==> config.mk <==
export PLATFORM = sky130hd
export DESIGN_NAME = fpa_seq_ctrl
export DESIGN_NICKNAME = d
export VERILOG_FILES = /design/src/rtl/fpa_seq_ctrl.sv
export SDC_FILE = /design/constraint.sdc
export NUM_CORES = 1
export LEC_CHECK = 0
export ABC_AREA = 1
export BUFFER_PORTS_ARGS = -buffer_cell sky130_fd_sc_hd__clkbuf_2
export CAP_MARGIN = 30
export CORE_AREA = 2 2 169 138
export CTS_CLUSTER_DIAMETER = 120
export DETAILED_ROUTE_END_ITERATION = 7
export DIE_AREA = 0 0 171 140
export PLACE_DENSITY = 0.91
export SLEW_MARGIN = 20
export SYNTH_ARGS = -nofsm -noshare
export SYNTH_HDL_FRONTEND = slang
export SYNTH_SLANG_ARGS = --single-unit
==> constraint.sdc <==
create_clock -name clk -period 6.31 [get_ports clk]
set_clock_uncertainty 0.2 [all_clocks]
set_input_delay 0.3155 -clock clk [delete_from_list [all_inputs] [get_ports clk]]
set_output_delay 0.3155 -clock clk [all_outputs]
set_load 0.05 [all_outputs]
==> src/rtl/fpa_seq_ctrl.sv <==
// Multi-cycle single-precision floating-point adder sequencer: swap, align, add,
// iterative normalize (one shift per cycle), pack, then hold until the consumer accepts.
module fpa_seq_ctrl #(
  parameter int EXP_W = 8,
  parameter int MAN_W = 23
) (
  input  logic                   clk,
  input  logic                   rst_n,
  input  logic                   in_valid,
  output logic                   in_ready,
  input  logic [EXP_W+MAN_W:0]   in_a,
  input  logic [EXP_W+MAN_W:0]   in_b,
  output logic                   out_valid,
  input  logic                   out_ready,
  output logic [EXP_W+MAN_W:0]   out_sum,
  output logic [2:0]             out_flags,
  output logic                   busy,
  output logic [4:0]             cycles
);
  localparam int W  = 1 + EXP_W + MAN_W;
  localparam int SW = MAN_W + 2;
  localparam logic [EXP_W-1:0] EMAX = '1;

  typedef enum logic [2:0] {S_IDLE, S_ALIGN, S_ADD, S_NORM, S_PACK, S_HOLD} state_t;
  typedef enum logic [1:0] {K_NONE, K_NAN, K_INF, K_ZERO} kind_t;

  function automatic logic [EXP_W-1:0] f_eff_exp(input logic [EXP_W-1:0] e);
    return (e == '0) ? EXP_W'(1) : e;
  endfunction

  // Truncating alignment: bits shifted past the LSB are simply dropped.
  function automatic logic [MAN_W:0] f_align(input logic [MAN_W:0] m, input logic [EXP_W-1:0] d);
    if (d >= EXP_W'(SW)) return '0;
    return m >> d;
  endfunction

  state_t               r_state, w_next;
  kind_t                r_kind, w_in_kind;
  logic [W-1:0]         r_x, r_y;
  logic [EXP_W-1:0]     r_er;
  logic [MAN_W:0]       r_mx, r_my, r_s;
  logic                 r_sub;
  logic [4:0]           r_cnt, r_cycles;
  logic [W-1:0]         r_sum, w_pack;
  logic [2:0]           r_flags, w_pack_flags;

  logic                 w_b_gt, w_x_nan, w_y_nan, w_x_inf, w_y_inf, w_norm_shift;
  logic [W-1:0]         w_x, w_y;
  logic [EXP_W-1:0]     w_ex, w_ey, w_d, w_er_inc;
  logic [SW-1:0]        w_sum;

  // Operand swap and special-value decode at accept
  assign w_b_gt  = in_b[W-2:0] > in_a[W-2:0];
  assign w_x     = w_b_gt ? in_b : in_a;
  assign w_y     = w_b_gt ? in_a : in_b;
  assign w_x_nan = (&w_x[W-2:MAN_W]) & (|w_x[MAN_W-1:0]);
  assign w_y_nan = (&w_y[W-2:MAN_W]) & (|w_y[MAN_W-1:0]);
  assign w_x_inf = (&w_x[W-2:MAN_W]) & ~(|w_x[MAN_W-1:0]);
  assign w_y_inf = (&w_y[W-2:MAN_W]) & ~(|w_y[MAN_W-1:0]);

  always_comb begin
    w_in_kind = K_NONE;
    if (w_x_nan || w_y_nan || (w_x_inf && w_y_inf && (w_x[W-1] != w_y[W-1])))
      w_in_kind = K_NAN;
    else if (w_x_inf || w_y_inf)
      w_in_kind = K_INF;
  end

  // Alignment and add/subtract of the latched operands
  assign w_ex     = f_eff_exp(r_x[W-2:MAN_W]);
  assign w_ey     = f_eff_exp(r_y[W-2:MAN_W]);
  assign w_d      = w_ex - w_ey;
  assign w_sum    = r_sub ? ({1'b0, r_mx} - {1'b0, r_my}) : ({1'b0, r_mx} + {1'b0, r_my});
  assign w_er_inc = r_er + EXP_W'(1);
  assign w_norm_shift = ~r_s[MAN_W] & (r_er > EXP_W'(1));

  always_comb begin
    w_next = r_state;
    case (r_state)
      S_IDLE:  if (in_valid) w_next = (w_in_kind != K_NONE) ? S_PACK : S_ALIGN;
      S_ALIGN: w_next = S_ADD;
      S_ADD:   w_next = (w_sum[SW-1:SW-2] == 2'b00 && w_sum != '0) ? S_NORM : S_PACK;
      // Leave NORM on the cycle whose shift sets the hidden bit or reaches ER==1
      S_NORM:  w_next = (w_norm_shift && !r_s[MAN_W-1] && r_er != EXP_W'(2)) ? S_NORM : S_PACK;
      S_PACK:  w_next = S_HOLD;
      S_HOLD:  if (out_ready) w_next = S_IDLE;
      default: w_next = S_IDLE;
    endcase
  end

  always_comb begin
    w_pack       = {r_x[W-1], (r_s[MAN_W] ? r_er : EXP_W'(0)), r_s[MAN_W-1:0]};
    w_pack_flags = 3'b000;
    case (r_kind)
      K_NAN:  begin w_pack = {1'b0, EMAX, 1'b1, {(MAN_W-1){1'b0}}}; w_pack_flags = 3'b100; end
      K_INF:  begin w_pack = {r_x[W-1], EMAX, {MAN_W{1'b0}}};       w_pack_flags = 3'b010; end
      K_ZERO: begin w_pack = {r_x[W-1], {(W-1){1'b0}}};             w_pack_flags = 3'b001; end
      default: ;
    endcase
  end

  always_ff @(posedge clk) begin
    case (r_state)
      S_IDLE: if (in_valid) begin
        r_x    <= w_x;
        r_y    <= w_y;
        r_kind <= w_in_kind;
      end
      S_ALIGN: begin
        r_er  <= w_ex;
        r_mx  <= {|r_x[W-2:MAN_W], r_x[MAN_W-1:0]};
        r_my  <= f_align({|r_y[W-2:MAN_W], r_y[MAN_W-1:0]}, w_d);
        r_sub <= r_x[W-1] ^ r_y[W-1];
      end
      S_ADD: begin
        if (w_sum == '0) begin
          r_kind <= K_ZERO;
        end else if (w_sum[SW-1]) begin
          r_s  <= w_sum[SW-1:1];
          r_er <= w_er_inc;
          if (w_er_inc == EMAX) r_kind <= K_INF;
        end else begin
          r_s <= w_sum[MAN_W:0];
        end
      end
      S_NORM: if (w_norm_shift) begin
        r_s  <= r_s << 1;
        r_er <= r_er - EXP_W'(1);
      end
      default: ;
    endcase
  end

  always_ff @(posedge clk or negedge rst_n) begin
    if (!rst_n) begin
      r_state  <= S_IDLE;
      r_cnt    <= '0;
      r_sum    <= '0;
      r_flags  <= '0;
      r_cycles <= '0;
    end else begin
      r_state <= w_next;
      case (r_state)
        S_IDLE:                 if (in_valid) r_cnt <= 5'd1;
        S_ALIGN, S_ADD, S_NORM: r_cnt <= r_cnt + 5'd1;
        S_PACK: begin
          r_sum    <= w_pack;
          r_flags  <= w_pack_flags;
          r_cycles <= r_cnt + 5'd1;
        end
        default: ;
      endcase
    end
  end

  assign in_ready  = (r_state == S_IDLE);
  assign busy      = (r_state != S_IDLE);
  assign out_valid = (r_state == S_HOLD);
  assign out_sum   = r_sum;
  assign out_flags = r_flags;
  assign cycles    = r_cycles;

endmodule

==> results of run 1 <==
## stage by stage
stage / area [sq um] / power, mW
floorplan: 13400 / 6.00
global placement: 14100 / 6.87
detailed placement: 14100 / 7.03
CTS: 14800 / 8.23
global route: 14800 / 8.99
finish: 14800 / 8.35
## metal layers
layer | track usage, % | routed length (um) | vias up
met5 | 0 | 0 | -
met4 | 8.79 | 928 | 0
met3 | 5.00 | 2730 | 104
met2 | 47.3 | 15700 | 668
met1 | 38.6 | 14000 | 5591
li1 | - | - | 5942
## path summary, 6_finish.rpt
check,start,endpoint,depth (start not counted)
min in group asynchronous,rst_n,out_sum[14],2
worst min register to register,r_x[18],r_mx[18],0
worst min-delay path,in_a[25],r_y[25],3
worst max-delay path,r_my[0],r_s[10],26
max in group asynchronous,rst_n,cycles[2],2
worst max register to register,r_my[0],r_s[10],26
## cell type report
type	instances	area share, %
inverter	244	6.23
sequential	195	38.0
timing repair buffer	123	4.54
multi-input combinational	1265	44.4
clock buffer	17	2.88
clock inverter	15	1.34
tap	306	2.59
## cell families (layout without fill, tap and decap cells)
family,count (synthesis),in the layout,synth area share (%)
AOI/OAI and AO/OA,239,239,9.72
xor gates and xnor gates,56,56,3.66
adders and majority gates,77,77,7.29
buffers and inverters,310,399,9.32
DFF,195,195,41.9
and+or+nand+nor,893,893,28.1
## placed cells by master, fill, tap and decap left out, types with 4 or more instances in the layout
cell type / netlist / final
o21ai_0: 98 / 98
o211ai_1: 11 / 11
xnor2_1: 14 / 14
edfxtp_1: 147 / 147
buf_4: 7 / 9
nand3b_1: 5 / 5
a31oi_1: 6 / 6
o21ai_1: 23 / 23
inv_2: 4 / 4
nand2_1: 511 / 511
inv_1: 237 / 237
nor2_2: 3 / 6
nand3_1: 179 / 179
a21o_1: 6 / 6
dfrtp_1: 48 / 48
xor2_1: 42 / 42
nor4_1: 10 / 10
o21a_1: 5 / 5
clkbuf_16: 0 / 17
nand4_1: 14 / 14
nor3_1: 13 / 12
a21oi_1: 74 / 74
ha_1: 75 / 75
clkbuf_2: 1 / 109
nor2_1: 139 / 135
## power groups by stage
stage | clock, mW | sequential, mW | combinational, mW
after floorplan | 0 | 2.64 | 3.36
after global placement | 0 | 2.34 | 4.53
after detailed placement | 0 | 2.37 | 4.66
after CTS | 1.15 | 2.34 | 4.73
after global routing | 1.20 | 2.40 | 5.40
final | 1.14 | 2.35 | 4.85
## state kept, by name, indices dropped and copies added (netlist names), 5 cells and up
signal   count
r_cnt        5
r_er         8
r_my        24
out_sum     32
r_x         32
cycles       5
r_s         24
r_mx        24
r_y         32
## worst register-to-register path: stages, from the launching register on
cell and delay [ns]:
edfxtp_1 0.40, inv_1 0.13, nand3_1 0.13, nor3_1 0.15, inv_1 0.08, nor2_1 0.18, inv_1 0.08, nor3_1 0.21
nand2_1 0.11, nor2_1 0.18, nand2_1 0.10, o21ai_0 0.27, xnor2_1 0.15, inv_1 0.06, ha_1 0.37, nand2_1 0.13
nor4_1 0.37, nand4_1 0.14, nand3_1 0.11, xor2_1 0.10, nor2_1 0.11, nand2_1 0.05, nor2_1 0.23, nand3_2 0.19
o21ai_0 0.25, nor2_2 0.04, buf_4 0.24
==> results by group, run 1 <==
Synth
  • Most used DFF post-synth: edfxtp_1
  • Avg Cell Area, Syn: 7.58 sq um
  • Register area share after synthesis: 41.9%
  • Synth top area cells: edfxtp_1 33%, nand2_1 14%, dfrtp_1 9.0%
  • Top cells by count, synth: 511 x nand2_1, 237 x inv_1, 179 x nand3_1, 147 x edfxtp_1, 139 x nor2_1
  • Synth warn: 0
  • Area share of the largest cell type after synthesis: 32.9%
  • Flops & latches, synth: 195
  • Leading area contributor after synthesis: edfxtp_1
  • EDFF count, synth: 147
  • Synthesized netlist cell count: 1770
  • Cell area after synthesis: 13400 sq um
  • Count leader, synth: nand2_1
  • Async SR Flop Fraction: 24.6%
  • Synth unique cells: 51
  • Synthesized net count: 1915

Floorplanning
  • # rows: 49
  • Starting Density: 60.4%
  • Die Y: 140 um
  • Die area: 23900 sq um
  • I/O pin cnt: 111
  • Core ar.: 22200 sq um
  • Die extent in x: 171 um

Clock tree
  • Skew-Pair Late Insertion Delay: 0.44 ns
  • Clock-pin transition on the worst setup and hold timing paths: 0.07 ns
  • # H-tree levels: 4
  • Longest Clk Path Bufs: 2
  • Post-CTS Repair Setup Buffers: 0
  • Cts hold-fix bufs: 2
  • CTS root buffer: clkbuf_16
  • Clock sinks: 195
  • Post-cts resize count: 0
  • Cts bufs inserted: 17
  • CTS tree: done

Critical path
  • Worst path slowest cell: edfxtp_1
  • CP delay by family, top: simple AND/OR/NAND/NOR gates
  • Flop-to-flop setup slack: 1.30 ns
  • Worst Setup Start Kind: flop
  • WP data required: 6.27 ns
  • Worst path buffer plus inverter count: 5
  • Max Fanout on Critical Path: 24
  • Setup crit end kind: flop
  • CP max stage delay: 0.40 ns
  • Crit path arrival time: 4.97 ns
  • Crit Path Category: reg -> reg

Drt
  • Vias per Instance: 5.68
  • Vias post-DR: 12.3k
  • WL/cell: 15.4 um
  • Post-DRT Antenna Nets: 0
  • Post-route DRC: 0
  • Initial DRC Count: 1369
  • TritonRoute pass-1 iters: 7
  • WL final: 33.4 mm

Global routing
  • Antenna violations before repair: 0
  • First-pass GRT wire length: 54.9 mm
  • Vias in the first global route: 11.4k
  • Pin count of the biggest net entering global routing: 66
  • GRT overflow: 0
  • Tot GR Track Use: 28.6%

Timing
  • RSZ-0062 raised after global routing: false
  • Setup ws final: 1.30 ns
  • # setup viols final: 0
  • Relative slew margins: 38.3%
  • Fin. max-slew vios: 0
  • Peak Freq: 200 MHz
  • Worst slew pin tran: 0.924 ns
  • Hold Slack: 0.0304 ns
  • Period utilization: 79.3%
  • Final hold vios: 0
  • Accumulated negative setup slack: 0 ns
  • Period minus WS final: 5.01 ns

Placement
  • Setup WS pre-CTS: 1.44 ns
  • # port buffers: 110
  • DP HPWL: 25.0 mm
  • Final RePlAce weighted congestion: 0.949
  • Placed insts: 2129

Cells and area
  • Non-Filler Instances: 2165
  • Syn-to-layout area delta: 10.2%
  • Multi-input logic area: 6570 sq um
  • Diodes inserted: 0
  • Nets: 1991
  • Share of cells above drive strength 1: 9.79%
  • FF+latch area: 5620 sq um
  • Layout fillers: 1736
  • Final core occ: 66.6%

Flow run
  • Max-cap viol count: 0

Pwr
  • Power per cell area: 565 nW/um^2
  • Max VDD drop: 0.294 mV
  • Pint: 4.15 mW
  • Clock share of power: 13.7%
  • Combinational share of power: 58.1%
  • Reg power frac: 28.2%
  • Switching share of power: 50.3%
  • Sw Pwr: 4.20 mW
  • Pleak: 7.16 nW

Run status
  • Status: completed

Min path
  • Hold WC Path Type: in -> reg
No activity file was read; power rests on OpenSTA's default activity.
==> inputs of run 2 (changes only) <==
==> constraint.sdc (replaced) <==
create_clock -name clk -period 5 [get_ports clk]
set_clock_uncertainty 0.2 [all_clocks]
set_input_delay 0.25 -clock clk [delete_from_list [all_inputs] [get_ports clk]]
set_output_delay 0.25 -clock clk [all_outputs]
set_load 0.05 [all_outputs]
==> results by group, run 2 (same netlist as run 1, synthesis figures left out) <==
Critical path
  • Max Fanout on Critical Path: 13
  • CP max stage delay: 0.41 ns
  • Worst Setup Start Kind: flop
  • Flop-to-flop setup slack: 0.49 ns
  • Crit path arrival time: 4.47 ns
  • FF-to-FF Start: r_my[0]
  • Reg2reg end: r_s[23]
  • Worst path slowest cell: edfxtp_1
  • Crit Path Category: reg -> reg
  • Setup crit end kind: flop
  • WP data required: 4.95 ns
  • Cells on worst reg2reg path: 26

Drt
  • WL final: 35.8 mm
  • Post-DRT Antenna Nets: 0
  • Vias post-DR: 12.6k
  • TritonRoute pass-1 iters: 6
  • Vias per Instance: 5.70
  • Initial DRC Count: 1598
  • Post-route DRC: 0
  • WL/cell: 16.2 um

Pwr
  • Power per cell area: 713 nW/um^2
  • Reg power frac: 27.4%
  • Switching share of power: 51.1%
  • Pleak: 7.35 nW
  • Clock share of power: 12.8%
  • Combinational share of power: 59.7%
  • Pint: 5.29 mW
  • Max VDD drop: 0.368 mV
  • Sw Pwr: 5.53 mW

Timing
  • # setup viols final: 0
  • Worst slew pin tran: 0.891 ns
  • Accumulated negative setup slack: 0 ns
  • Peak Freq: 222 MHz
  • Relative slew margins: 40.5%
  • Fin. max-slew vios: 0
  • Final hold vios: 0
  • Hold Slack: 0.0115 ns
  • RSZ-0062 raised after global routing: false
  • Period utilization: 90.3%
  • Period minus WS final: 4.51 ns

Placement
  • Dpl cell area: 14300 sq um
  • Placed insts: 2146
  • DP HPWL: 25.8 mm
  • Final RePlAce weighted congestion: 0.993
  • # port buffers: 110

Global routing
  • GRT overflow: 0
  • Vias in the first global route: 12.0k
  • Tot GR Track Use: 30.5%
  • Antenna violations before repair: 0
  • First-pass GRT wire length: 58.3 mm
  • Pin count of the biggest net entering global routing: 51

Cells and area
  • Multi-input logic area: 6580 sq um
  • Nets: 2035
  • FF+latch area: 5620 sq um
  • Diodes inserted: 0
  • Syn-to-layout area delta: 13.1%
  • Final core occ: 68.4%
  • Share of cells above drive strength 1: 10.8%
  • Most frequent cells in the layout: 511 x nand2_1, 236 x inv_1, 179 x nand3_1, 147 x edfxtp_1, 135 x nor2_1
  • Commonest non-fill, non-tap cell in the layout: nand2_1
  • Layout fillers: 1653
  • Non-Filler Instances: 2209
  • Cell area after layout: 15200 sq um

Clock tree
  • Cts bufs inserted: 17
  • Longest Clk Path Bufs: 2
  • Clock-pin transition on the worst setup and hold timing paths: 0.08 ns
  • Skew-Pair Late Insertion Delay: 0.45 ns
  • # H-tree levels: 4
  • CTS tree: done
  • CTS root buffer: clkbuf_16
  • Clock sinks: 195

Floorplanning
  • # rows: 49
  • Core ar.: 22200 sq um
  • I/O pin cnt: 111
  • Die Y: 140 um
  • Die extent in x: 171 um
  • Die area: 23900 sq um
  • Starting Density: 60.4%

Run status
  • Status: completed

Min path
  • WHS Path Cells: 3
  • Hold EP: r_y[2]
  • Hold WC Path Type: in -> reg
  • HP Start: in_b[2]

Flow run
  • Max-cap viol count: 0
## run 2: final cells by class
class | count | area share (%)
inverters | 244 | 6.07
well taps | 306 | 2.52
multi-input cells | 1265 | 43.3
repair buffers | 167 | 7.08
clock buffers | 18 | 2.97
clock inverters | 14 | 1.01
flip-flops and latches | 195 | 37.0
## run 2: critical path, delay by kind of cell, from the launching register on
family                     cells  cell delay, ns
buffers and inverters          5            0.54
xor gates and xnor gates       2            0.36
and+or+nand+nor               16            2.10
DFF                            1            0.41
AOI/OAI and AO/OA              2            0.28
adders and majority gates      1            0.30
## run 2: per-stage QoR
stage,total power [mW],setup slack (ns)
floorplan,7.56,0.0902
global placement,8.86,0.0769
detailed placement,9.07,0.0304
CTS,10.6,0.0121
global route,11.6,0.00889
finish,10.8,0.486
## run 2: how the worst max path moves through the flow
stage	start	end	slack [ns]	depth (start not counted)
finish	r_my[0]	r_s[23]	0.49	26
global route	r_my[0]	r_state[2]	0.009	30
CTS	r_my[0]	r_s[23]	0.01	26
detailed placement	r_my[0]	r_s[2]	0.03	26
global placement	r_my[0]	r_s[23]	0.08	25
floorplan	r_my[0]	r_s[0]	0.09	25
## run 2: power by group through the flow
stage / combinational (mW) / clock (mW) / sequential, mW
2_1_floorplan: 4.24 / 0 / 3.32
3_3_place_gp: 5.91 / 0 / 2.95
3_5_place_dp: 6.09 / 0 / 2.98
4_1_cts: 6.24 / 1.39 / 2.95
5_1_grt: 7.10 / 1.46 / 3.02
6_report: 6.46 / 1.39 / 2.97
## run 2: metal layers
layer / track usage [%] / vias up / part of all wire (%)
met5: 0 / - / 0
met4: 11.6 / 0 / 3.5
met3: 5.88 / 152 / 9.5
met2: 49.8 / 751 / 47
met1: 40.3 / 5647 / 40
li1: - / 6035 / -
## run 2: what timing repair did
item / in CTS / in global routing
resized for setup: 0 / 7
hold buffers: 26 / 0
endpoints found under the setup margin: 0 / 58
endpoints found under the hold margin: 74 / 0
buffers inserted: 0 / 4
==> inputs of run 3 (changes only) <==
--- a/config.mk
+++ b/config.mk
@@ -12,7 +12,8 @@
 export CTS_CLUSTER_DIAMETER = 120
 export DETAILED_ROUTE_END_ITERATION = 7
 export DIE_AREA = 0 0 171 140
-export PLACE_DENSITY = 0.91
+export HOLD_SLACK_MARGIN = 0.12
+export PLACE_DENSITY = 0.8
 export SLEW_MARGIN = 20
 export SYNTH_ARGS = -nofsm -noshare
 export SYNTH_HDL_FRONTEND = slang
==> results by group, run 3 (same netlist as run 1, synthesis figures left out) <==
Run status
  • Status: completed

Global routing
  • Pin count of the biggest net entering global routing: 66
  • GRT overflow: 0
  • Vias in the first global route: 12.0k
  • First-pass GRT wire length: 59.2 mm
  • Antenna violations before repair: 0
  • Tot GR Track Use: 31.1%

Clock tree
  • CTS tree: done
  • Cts bufs inserted: 17
  • Clock sinks: 195
  • Longest Clk Path Bufs: 2
  • Clock-pin transition on the worst setup and hold timing paths: 0.08 ns
  • # H-tree levels: 4
  • Skew-Pair Late Insertion Delay: 0.45 ns
  • CTS root buffer: clkbuf_16

Floorplanning
  • Die extent in x: 171 um
  • Starting Density: 60.4%
  • Die area: 23900 sq um
  • I/O pin cnt: 111
  • # rows: 49
  • Core ar.: 22200 sq um
  • Die Y: 140 um

Critical path
  • Setup crit end kind: flop
  • Crit path arrival time: 4.65 ns
  • Worst path slowest cell: edfxtp_1
  • WP data required: 5.14 ns
  • Worst Setup Start Kind: flop
  • CP max stage delay: 0.40 ns
  • CP most frequent cell: nand2_1
  • Crit Path Category: reg -> reg
  • Max Fanout on Critical Path: 26

Cells and area
  • Nets: 2114
  • FF+latch area: 5620 sq um
  • Cell area after layout: 15900 sq um
  • Non-Filler Instances: 2288
  • Layout fillers: 1644
  • Multi-input logic area: 6580 sq um
  • Diodes inserted: 0
  • Most frequent cells in the layout: 511 x nand2_1, 236 x inv_1, 179 x nand3_1, 147 x edfxtp_1, 135 x nor2_1
  • Share of cells above drive strength 1: 10.6%
  • Commonest non-fill, non-tap cell in the layout: nand2_1
  • Syn-to-layout area delta: 18.8%

Timing
  • Fin. max-slew vios: 0
  • Relative slew margins: 47.3%
  • Peak Freq: 222 MHz
  • Hold Slack: 0.220 ns
  • RSZ-0062 raised after global routing: false
  • Period utilization: 90.2%
  • # setup viols final: 0
  • Accumulated negative setup slack: 0 ns
  • Period minus WS final: 4.51 ns
  • Worst slew pin tran: 0.790 ns
  • Final hold vios: 0

Min path
  • Hold WC Path Type: reg -> reg

Drt
  • Post-route DRC: 0
  • TritonRoute pass-1 iters: 6
  • WL/cell: 15.8 um
  • Post-DRT Antenna Nets: 0
  • Initial DRC Count: 1242
  • Vias post-DR: 12.6k
  • Vias per Instance: 5.50
  • WL final: 36.2 mm

Pwr
  • Power per cell area: 672 nW/um^2
  • Max VDD drop: 0.435 mV
  • Pleak: 7.70 nW

Flow run
  • Max-cap viol count: 0

Placement
  • # port buffers: 110
  • Dpl cell area: 14300 sq um
  • Placed insts: 2152
  • Final RePlAce weighted congestion: 0.932
  • DP HPWL: 25.4 mm
run 3: per-layer routing:
layer	up-vias	wire (um)	GRT usage [%]	part of all wire, %
met5	-	0	0	0
met4	0	923	9.19	2.6
met3	89	2970	5.68	8.2
met2	581	16400	49.3	45
met1	5741	15900	43.9	44
li1	6181	-	-	-
run 3: per-stage QoR:
step / setup WS, ns / util, % / total power, mW
CTS: 0.175 / 71.5 / 10.6
detailed placement: 0.194 / 64.4 / 9.09
finish: 0.488 / 71.8 / 10.7
global route: 0.0385 / 71.8 / 11.6
global placement: 0.0346 / 64.4 / 8.95
floorplan: 0.0902 / - / 7.56
run 3: what timing repair did:
| action | in CTS | in global routing |
|---|---|---|
| buffers inserted | 0 | 4 |
| hold buffers | 99 | 0 |
| gates resized for setup | 0 | 6 |
| endpoints found under the hold margin | 114 | 0 |
| setup endpoints to repair | 0 | 44 |
run 3: report_power, final:
group	total (mW)	switching [mW]	internal, mW
Clock	1.36	0.684	0.674
Sequential	2.96	0.379	2.58
Combinational	6.38	4.29	2.09
Total	10.7	5.36	5.35
run 3: area by class of cell:
class                           instances  area share (%)
Multi-Input combinational cell       1265            41.3
Sequential cell                       195            35.2
Timing Repair Buffer                  246            11.6
Inverter                              244            5.78
Clock buffer                           18            2.69
Tap cell                              306            2.40
Clock inverter                         14           0.982
run 3: path summary, 6_finish.rpt:
check	startpoint	endpoint	slack, ns	depth (start not counted)
min in group asynchronous	rst_n	out_sum[21]	0.23	3
max	r_my[2]	r_state[2]	0.49	30
max in group asynchronous	rst_n	out_sum[31]	3.94	3
max reg2reg	r_my[2]	r_state[2]	0.49	30
min	r_x[22]	r_mx[22]	0.22	0
min reg2reg	r_x[22]	r_mx[22]	0.22	0
run 3: worst max-delay path, delay by kind of cell, from the launching register on:
family                     cells  cell delay (ns)
buffers and inverters          7             0.76
AOI/OAI and AO/OA              5             0.86
DFF                            1             0.40
adders and majority gates      1             0.29
xor gates and xnor gates       1             0.13
and+or+nand+nor               16             1.75
